## src/rtl/scratch_mem_arbiter.sv

```systemverilog
// Round-robin arbiter sharing the single-port histogram scratch memory between
// the accumulator (0), cdf datapath (1) and mapping unit (2).
//
// state | meaning
// ARB   | no owner; pick next requester after last, gnt low
// OWN   | requester `last` holds the grant; its accesses go to memory
module scratch_mem_arbiter #(
   parameter int ADDR_W   = 6,
   parameter int DATA_W   = 20,
   parameter int MAX_HOLD = 16
) (
   input  logic              clk,
   input  logic              reset,
   input  logic [2:0]        req,
   input  logic [2:0]        lock,
   input  logic [2:0]        we,
   input  logic [ADDR_W-1:0] addr0,
   input  logic [ADDR_W-1:0] addr1,
   input  logic [ADDR_W-1:0] addr2,
   input  logic [DATA_W-1:0] wdata0,
   input  logic [DATA_W-1:0] wdata1,
   input  logic [DATA_W-1:0] wdata2,
   output logic [2:0]        gnt,
   output logic [2:0]        rvalid,
   output logic [DATA_W-1:0] rdata,
   output logic              mem_en,
   output logic              mem_we,
   output logic [ADDR_W-1:0] mem_addr,
   output logic [DATA_W-1:0] mem_wdata,
   input  logic [DATA_W-1:0] mem_rdata
);

   localparam int HOLD_W = $clog2(MAX_HOLD) + 1;
   localparam logic [HOLD_W-1:0] HOLD_SAT  = HOLD_W'(MAX_HOLD);
   localparam logic [HOLD_W-1:0] HOLD_LAST = HOLD_W'(MAX_HOLD - 1);

   typedef enum logic {ARB, OWN} state_t;

   state_t            state;
   logic [1:0]        last;
   logic [HOLD_W-1:0] hold_cnt;
   logic [1:0]        winner;
   logic              accept;
   logic              own_req;
   logic              own_lock;
   logic              others_pending;
   logic              release_now;

   // gnt is one-hot and zero in ARB, so masking with it selects the owner
   assign own_req        = |(req & gnt);
   assign own_lock       = |(lock & gnt);
   assign others_pending = |(req & ~gnt);
   assign accept         = (state == OWN) && own_req;
   assign release_now    = !own_lock && (!own_req || ((hold_cnt >= HOLD_LAST) && others_pending));
   assign rdata          = mem_rdata;

   always_comb begin
      winner = 2'd0;
      case (last)
         2'd0:    winner = req[1] ? 2'd1 : (req[2] ? 2'd2 : 2'd0);
         2'd1:    winner = req[2] ? 2'd2 : (req[0] ? 2'd0 : 2'd1);
         default: winner = req[0] ? 2'd0 : (req[1] ? 2'd1 : 2'd2);
      endcase
   end

   always_comb begin
      mem_en    = accept;
      mem_we    = 1'b0;
      mem_addr  = '0;
      mem_wdata = '0;
      if (accept) begin
         case (last)
            2'd0: begin
               mem_we    = we[0];
               mem_addr  = addr0;
               mem_wdata = wdata0;
            end
            2'd1: begin
               mem_we    = we[1];
               mem_addr  = addr1;
               mem_wdata = wdata1;
            end
            default: begin
               mem_we    = we[2];
               mem_addr  = addr2;
               mem_wdata = wdata2;
            end
         endcase
      end
   end

   always_ff @(posedge clk) begin
      if (reset) begin
         state    <= ARB;
         gnt      <= 3'b000;
         rvalid   <= 3'b000;
         hold_cnt <= '0;
         last     <= 2'd2;
      end else begin
         // read tag follows the grant that issued it, not the current grant
         rvalid <= (accept && !mem_we) ? gnt : 3'b000;
         if (state == ARB) begin
            if (|req) begin
               gnt      <= 3'b001 << winner;
               last     <= winner;
               hold_cnt <= '0;
               state    <= OWN;
            end else begin
               gnt <= 3'b000;
            end
         end else begin
            if (hold_cnt != HOLD_SAT) hold_cnt <= hold_cnt + 1'b1;
            if (release_now) begin
               gnt   <= 3'b000;
               state <= ARB;
            end
         end
      end
   end

endmodule
```

## config.mk

```make
export PLATFORM = sky130hd
export DESIGN_NAME = scratch_mem_arbiter
export DESIGN_NICKNAME = d
export VERILOG_FILES = /design/src/rtl/scratch_mem_arbiter.sv
export SDC_FILE = /design/constraint.sdc
export NUM_CORES = 1
export LEC_CHECK = 0
export BUFFER_PORTS_ARGS = -buffer_cell sky130_fd_sc_hd__clkbuf_2
export CAP_MARGIN = 20
export CORE_MARGIN = 1.5
export CORE_UTILIZATION = 39
export DETAILED_ROUTE_END_ITERATION = 12
export PLACE_DENSITY_LB_ADDON = 0.2
export SYNTH_ARGS = -nofsm -noshare
export SYNTH_HDL_FRONTEND = slang
export SYNTH_SLANG_ARGS = --single-unit
export TNS_END_PERCENT = 1
```

## constraint.sdc

```tcl
create_clock -name clk -period 4 [get_ports clk]
set_input_delay 0.6 -clock clk [delete_from_list [all_inputs] [get_ports clk]]
set_output_delay 0.6 -clock clk [all_outputs]
set_load 0.02 [all_outputs]
```

==> results.sh, run 1 <==
export IMPL_status="finished clean"
export IMPL_synthCells=231
export IMPL_postLayoutSetupSlackWorst_ns=1.343
export IMPL_synth_ff_type="dfxtp_1"
export IMPL_max_cap_violations=0
export IMPL_clockBufferDepth=2
export IMPL_dieWidth_um=66.93
export IMPL_tns_ns=0
export IMPL_dp_cells=369
export IMPL_swShare_pct=35.44
export IMPL_yosys_warnings=0
export IMPL_track_usage_pct=20.06
export IMPL_portBuffers=122
export IMPL_ir_worst_vdd_mv=0.1173
export IMPL_tightest_slew_ns=0.9667
export IMPL_ys_types=38
export IMPL_hold_class="flop to flop"
export IMPL_drt_first_pass_iters=4
export IMPL_antenna_found_initial=0
export IMPL_synthToLayoutAreaGrowth_pct=31.63
export IMPL_die_area_um2=4480
export IMPL_p_leak_nw=1.034
export IMPL_p_switching_w=0.0001812
export IMPL_diodes=0
export IMPL_crit_required_ns=3.40
export IMPL_post_cts_buffers=0
export IMPL_syn_area_um2=1594
export IMPL_internal_power_w=0.0003301
export IMPL_wl_um=4537
export IMPL_netlist_area_leader_share_pct=17.58
export IMPL_postRouteAntennaNets=0
export IMPL_seqPwrFrac_pct=37.1
export IMPL_cts_tree="done"
export IMPL_cts_resized=0
export IMPL_grt_max_degree=59
export IMPL_clkPwrFrac_pct=27.3
export IMPL_hold_violations=0
export IMPL_grt_pass1_wl_um=7017
export IMPL_finalCritPeriodShare_pct=66.42
export IMPL_clock_latency_ns=0.25
export IMPL_combPwrFrac_pct=35.6
export IMPL_grt_overflow_total=0
export IMPL_place_ws_ns=1.553
export IMPL_vias=1874
export IMPL_fmax_mhz=376.4
export IMPL_std_cell_rows=23
export IMPL_power_density_nw_per_um2=243.7
export IMPL_endpoint_kind="primary output"
export IMPL_crit_arrival_ns=2.06
export IMPL_drv_slew=0
export IMPL_final_cells=373
export IMPL_worst_setup_path_start_kind="flop"
export IMPL_clockRootBuffer="clkbuf_8"
export IMPL_async_reset_ff_share_pct=0
export IMPL_fin_worst_skew_ns=0.005564
export IMPL_synth_seq_cells=14
export IMPL_cts_sinks=14
export IMPL_drive_above_1_share_pct=41.18
export IMPL_nFillCells=419
export IMPL_synthTopCellsByCount="nor2_1 (57), a21oi_1 (33), mux2i_1 (28)"
export IMPL_rsz0062_at_grt="no"
export IMPL_ys_seq_area_share_pct=17.58
export IMPL_avgSynthCellArea_um2=6.901
export IMPL_dpl_hpwl_um=3570
export IMPL_setup_viol=0
export IMPL_drc=0
export IMPL_synth_edf_count=0
export IMPL_slew_headroom_pct=35.55
export IMPL_synthTopCellsByArea="dfxtp_1 (18%), mux2i_1 (18%), nor2_1 (13%)"
export IMPL_chipHeight_um=66.93
export IMPL_pin_count=163
export IMPL_cts_made_buffers=3
export IMPL_start_util_pct=40.14
export IMPL_critical_path_class="flop to primary output"
export IMPL_nNetsFinal=436
export IMPL_fin_crit_ns=2.657
export IMPL_clkTransAtPathRegs_ns=0.06
export IMPL_viasPerCell=5.024
export IMPL_path_max_fanout=30
export IMPL_gp_congestion=0.7904
export IMPL_core_area_um2=3971
export IMPL_drt_iter0_markers=115
export IMPL_synth_largest_area_cell="dfxtp_1"
export IMPL_yosysMostFrequentCell="nor2_1"
export IMPL_htree_levels=1
export IMPL_postCtsHoldBufs=0
export IMPL_grt_pass1_vias=1657
export IMPL_syn_nets=343
export IMPL_avgRoutedWirePerCell_um=12.16
==> critical path, cell delays in order, from the launching register on <==
cell and delay, ns:
dfxtp_2 0.90, mux2i_1 0.15, o21ai_0 0.38, and2_1 0.19, clkbuf_2 0.16
==> flip-flops by register name, indices dropped and copies added (netlist names) <==
| name | flops |
|---|---|
| last | 2 |
| gnt | 3 |
| rvalid | 3 |
| hold_cnt | 5 |
| state | 1 |
==> path summary, 6_finish.rpt <==
path	start	to	slack (ns)	cells after the start
hold / removal	hold_cnt[4]$_SDFFE_PP0P_	hold_cnt[4]$_SDFFE_PP0P_	0.52	2
setup reg to reg	last[1]$_SDFFE_PP1P_	gnt[0]$_SDFFE_PP0P_	2.10	3
setup / recovery	last[0]$_SDFFE_PP0P_	mem_we	1.34	4
hold reg to reg	hold_cnt[4]$_SDFFE_PP0P_	hold_cnt[4]$_SDFFE_PP0P_	0.52	2
==> layout make-up <==
type / count / area (um2) / area share (%)
inverter: 7 / 26.28 / 1.252
timing repair buffer: 123 / 618.1 / 29.46
sequential: 14 / 282.8 / 13.48
clock buffer: 4 / 55.05 / 2.624
tap: 50 / 62.56 / 2.982
multi-input combinational: 175 / 1054 / 50.21
==> routing by layer <==
metal | vias to the layer above | track usage, % | part of all wire [%]
met5 | - | 0 | 0
met4 | 0 | 7.908 | 2.2
met3 | 11 | 4.730 | 7.1
met2 | 70 | 35.38 | 49
met1 | 829 | 23.12 | 42
li1 | 964 | - | -
==> logic make-up after synthesis <==
group / count (synthesis) / synth area share, %
simple gates: 97 / 28.97
buf+inv: 42 / 16.33
flops: 14 / 17.58
fa+ha+maj: 3 / 2.355
compound gates: 47 / 17.19
mux: 28 / 17.58
==> metrics by stage <==
step           area, um2   power, W  hold slack (ns)  utilization, %
2_1_floorplan       1594  0.0003341           0.4689               -
3_3_place_gp        2043  0.0003730           0.4997           51.45
6_report            2098  0.0005113           0.5165           52.84
3_5_place_dp        2043  0.0003758           0.5079           51.45
5_1_grt             2098  0.0005462           0.5357           52.84
4_1_cts             2098  0.0005172           0.5164           52.84
==> power groups by stage <==
stage | Combinational (W) | Sequential, W | Clock, W
6_report | 0.000182 | 0.000190 | 0.000140
3_3_place_gp | 0.000181 | 0.000192 | 0
5_1_grt | 0.000205 | 0.000194 | 0.000147
2_1_floorplan | 0.000174 | 0.000160 | 0
3_5_place_dp | 0.000183 | 0.000193 | 0
4_1_cts | 0.000184 | 0.000190 | 0.000143
==> placed cells by master, fill, tap and decap left out, types with 2 or more instances in the layout <==
master and instances:
a21oi_1 33, dfxtp_2 2, nor4b_1 3, clkbuf_8 4, a22oi_1 2, nand4_1 5
nor2_1 57, nand2_1 8, nand2b_1 6, clkbuf_2 122, nand3_1 7, a31oi_1 2
inv_1 7, ha_1 3, o21ai_0 2, dfxtp_1 12, mux2i_1 28
(Power assumes the default switching activity.)
==> inputs of run 2 (changes only) <==
--- a/config.mk
+++ b/config.mk
@@ -8,7 +8,7 @@
 export BUFFER_PORTS_ARGS = -buffer_cell sky130_fd_sc_hd__clkbuf_2
 export CAP_MARGIN = 20
 export CORE_MARGIN = 1.5
-export CORE_UTILIZATION = 39
+export CORE_UTILIZATION = 36
 export DETAILED_ROUTE_END_ITERATION = 12
 export PLACE_DENSITY_LB_ADDON = 0.2
 export SYNTH_ARGS = -nofsm -noshare
==> constraint.sdc (replaced) <==
create_clock -name clk -period 2.68 [get_ports clk]
set_input_delay 0.402 -clock clk [delete_from_list [all_inputs] [get_ports clk]]
set_output_delay 0.402 -clock clk [all_outputs]
set_load 0.02 [all_outputs]
==> run 2 against run 1 <==
  * Worst setup slack got worse by 0.76 ns
  * Cell count is 1.1% higher
  * Clock power increased by 21%
  * Global-route usage shrank 1.2 points
  * Via count shrank 1.4%
  * Critical path depth grew 3
  * Clock skew down 0.0013 ns
  * Die area grew 8.0%
  * Non-clock buffer count increased by 3
  * Utilization is 3.4 points lower
  * Largest power group is now combinational cells
  * Power up 44%
==> results.sh, run 2 (synthesized netlist as in run 1, its figures left out) <==
export IMPL_status="finished clean"
export IMPL_finalCritPeriodShare_pct=78.42
export IMPL_wl_um=4528
export IMPL_diodes=0
export IMPL_portBuffers=122
export IMPL_design_area_um2=2122
export IMPL_utilization_pct=49.42
export IMPL_grt_pass1_vias=1735
export IMPL_drt_first_pass_iters=4
export IMPL_post_cts_buffers=0
export IMPL_core_area_um2=4294
export IMPL_clockRootBuffer="clkbuf_8"
export IMPL_hold_violations=0
export IMPL_largest_register_ffs=5
export IMPL_cts_sinks=14
export IMPL_clkTransAtPathRegs_ns=0.06
export IMPL_dpl_hpwl_um=3619
export IMPL_synthToLayoutAreaGrowth_pct=33.12
export IMPL_htree_levels=1
export IMPL_ir_worst_vdd_mv=0.1441
export IMPL_final_cell_mix="clkbuf_2 (122), nor2_1 (57), a21oi_1 (33), mux2i_1 (28), dfxtp_1 (12)"
export IMPL_hold_class="flop to flop"
export IMPL_drive_above_1_share_pct=41.54
export IMPL_std_cell_rows=24
export IMPL_cts_made_buffers=3
export IMPL_critical_path_class="flop to primary output"
export IMPL_drt_iter0_markers=141
export IMPL_max_cap_violations=0
export IMPL_fin_crit_ns=2.102
export IMPL_cts_tree="done"
export IMPL_grt_overflow_total=0
export IMPL_vias=1848
export IMPL_viasPerCell=4.902
export IMPL_crit_arrival_ns=1.70
export IMPL_grt_pass1_wl_um=7617
export IMPL_gp_congestion=0.8332
export IMPL_die_area_um2=4836
export IMPL_drv_slew=0
export IMPL_clockBufferDepth=2
export IMPL_dieWidth_um=69.54
export IMPL_setup_viol=0
export IMPL_worst_setup_path_start_kind="flop"
export IMPL_track_usage_pct=18.86
export IMPL_top_regs="hold_cnt: 5 flops, gnt: 3 flops, rvalid: 3 flops"
export IMPL_postRouteAntennaNets=0
export IMPL_fin_worst_skew_ns=0.004245
export IMPL_slew_headroom_pct=66.66
export IMPL_tightest_slew_ns=0.5001
export IMPL_postCtsHoldBufs=0
export IMPL_total_power_w=0.0007346
export IMPL_start_util_pct=37.12
export IMPL_dp_cells=374
export IMPL_final_cells=377
export IMPL_power_density_nw_per_um2=346.2
export IMPL_final_common_cell="clkbuf_2"
export IMPL_p_leak_nw=1.045
export IMPL_grt_max_degree=31
export IMPL_chipHeight_um=69.54
export IMPL_top_register="hold_cnt"
export IMPL_path_max_fanout=30
export IMPL_post_dp_cell_area_um2=2081
export IMPL_nNetsFinal=439
export IMPL_rsz0062_at_grt="no"
export IMPL_crit_required_ns=2.28
export IMPL_cts_resized=0
export IMPL_avgRoutedWirePerCell_um=12.01
export IMPL_antenna_found_initial=0
export IMPL_drc=0
export IMPL_endpoint_kind="primary output"
export IMPL_pin_count=163
export IMPL_tns_ns=0
export IMPL_clock_latency_ns=0.25
export IMPL_fmax_mhz=475.8
[run 2: metal layers]
| layer | GRT usage [%] | vias to the layer above | share of wire [%] |
|---|---|---|---|
| li1 | - | 966 | - |
| met1 | 21.97 | 790 | 43 |
| met2 | 34.62 | 81 | 47 |
| met3 | 2.907 | 11 | 7.7 |
| met4 | 6.754 | 0 | 1.7 |
| met5 | 0 | - | 0 |
[run 2: final timing paths]
check	end	slack, ns	cells after the start	start
max	mem_we	0.58	7	gnt[0]$_SDFFE_PP0P_
min	hold_cnt[4]$_SDFFE_PP0P_	0.50	2	hold_cnt[4]$_SDFFE_PP0P_
max reg2reg	last[0]$_SDFFE_PP0P_	0.96	5	last[0]$_SDFFE_PP0P_
min reg2reg	hold_cnt[4]$_SDFFE_PP0P_	0.50	2	hold_cnt[4]$_SDFFE_PP0P_
[run 2: area by class of cell]
class / count / area [um2]
Timing Repair Buffer: 126 / 653.1
Multi-Input combinational cell: 175 / 1054
Fill cell: 440 / 2172
Tap cell: 52 / 65.06
Inverter: 7 / 26.28
Sequential cell: 14 / 282.8
Clock buffer: 3 / 41.29
[run 2: where the power goes]
| part | internal, W | switching [W] | leakage [nW] |
|---|---|---|---|
| combinational | 0.000150 | 0.000157 | 0.909 |
| sequential | 0.000220 | 0.0000363 | 0.114 |
| clock | 0.0000994 | 0.0000709 | 0.0216 |
[run 2: worst max-delay path, cell delays in order, from the launching register on]
cell      delay, ns
dfxtp_1        0.36
a22oi_1        0.21
nand2_2        0.10
nand2_1        0.07
buf_4          0.29
inv_1          0.12
and2_1         0.15
clkbuf_2       0.15
[run 2: per-stage QoR]
step                hold slack (ns)  worst slack (ns)
global placement             0.4972            0.6544
CTS                          0.5061            0.5535
global route                 0.5538            0.4113
finish                       0.5046            0.5783
floorplan                    0.4689            0.8246
detailed placement           0.4972            0.6389
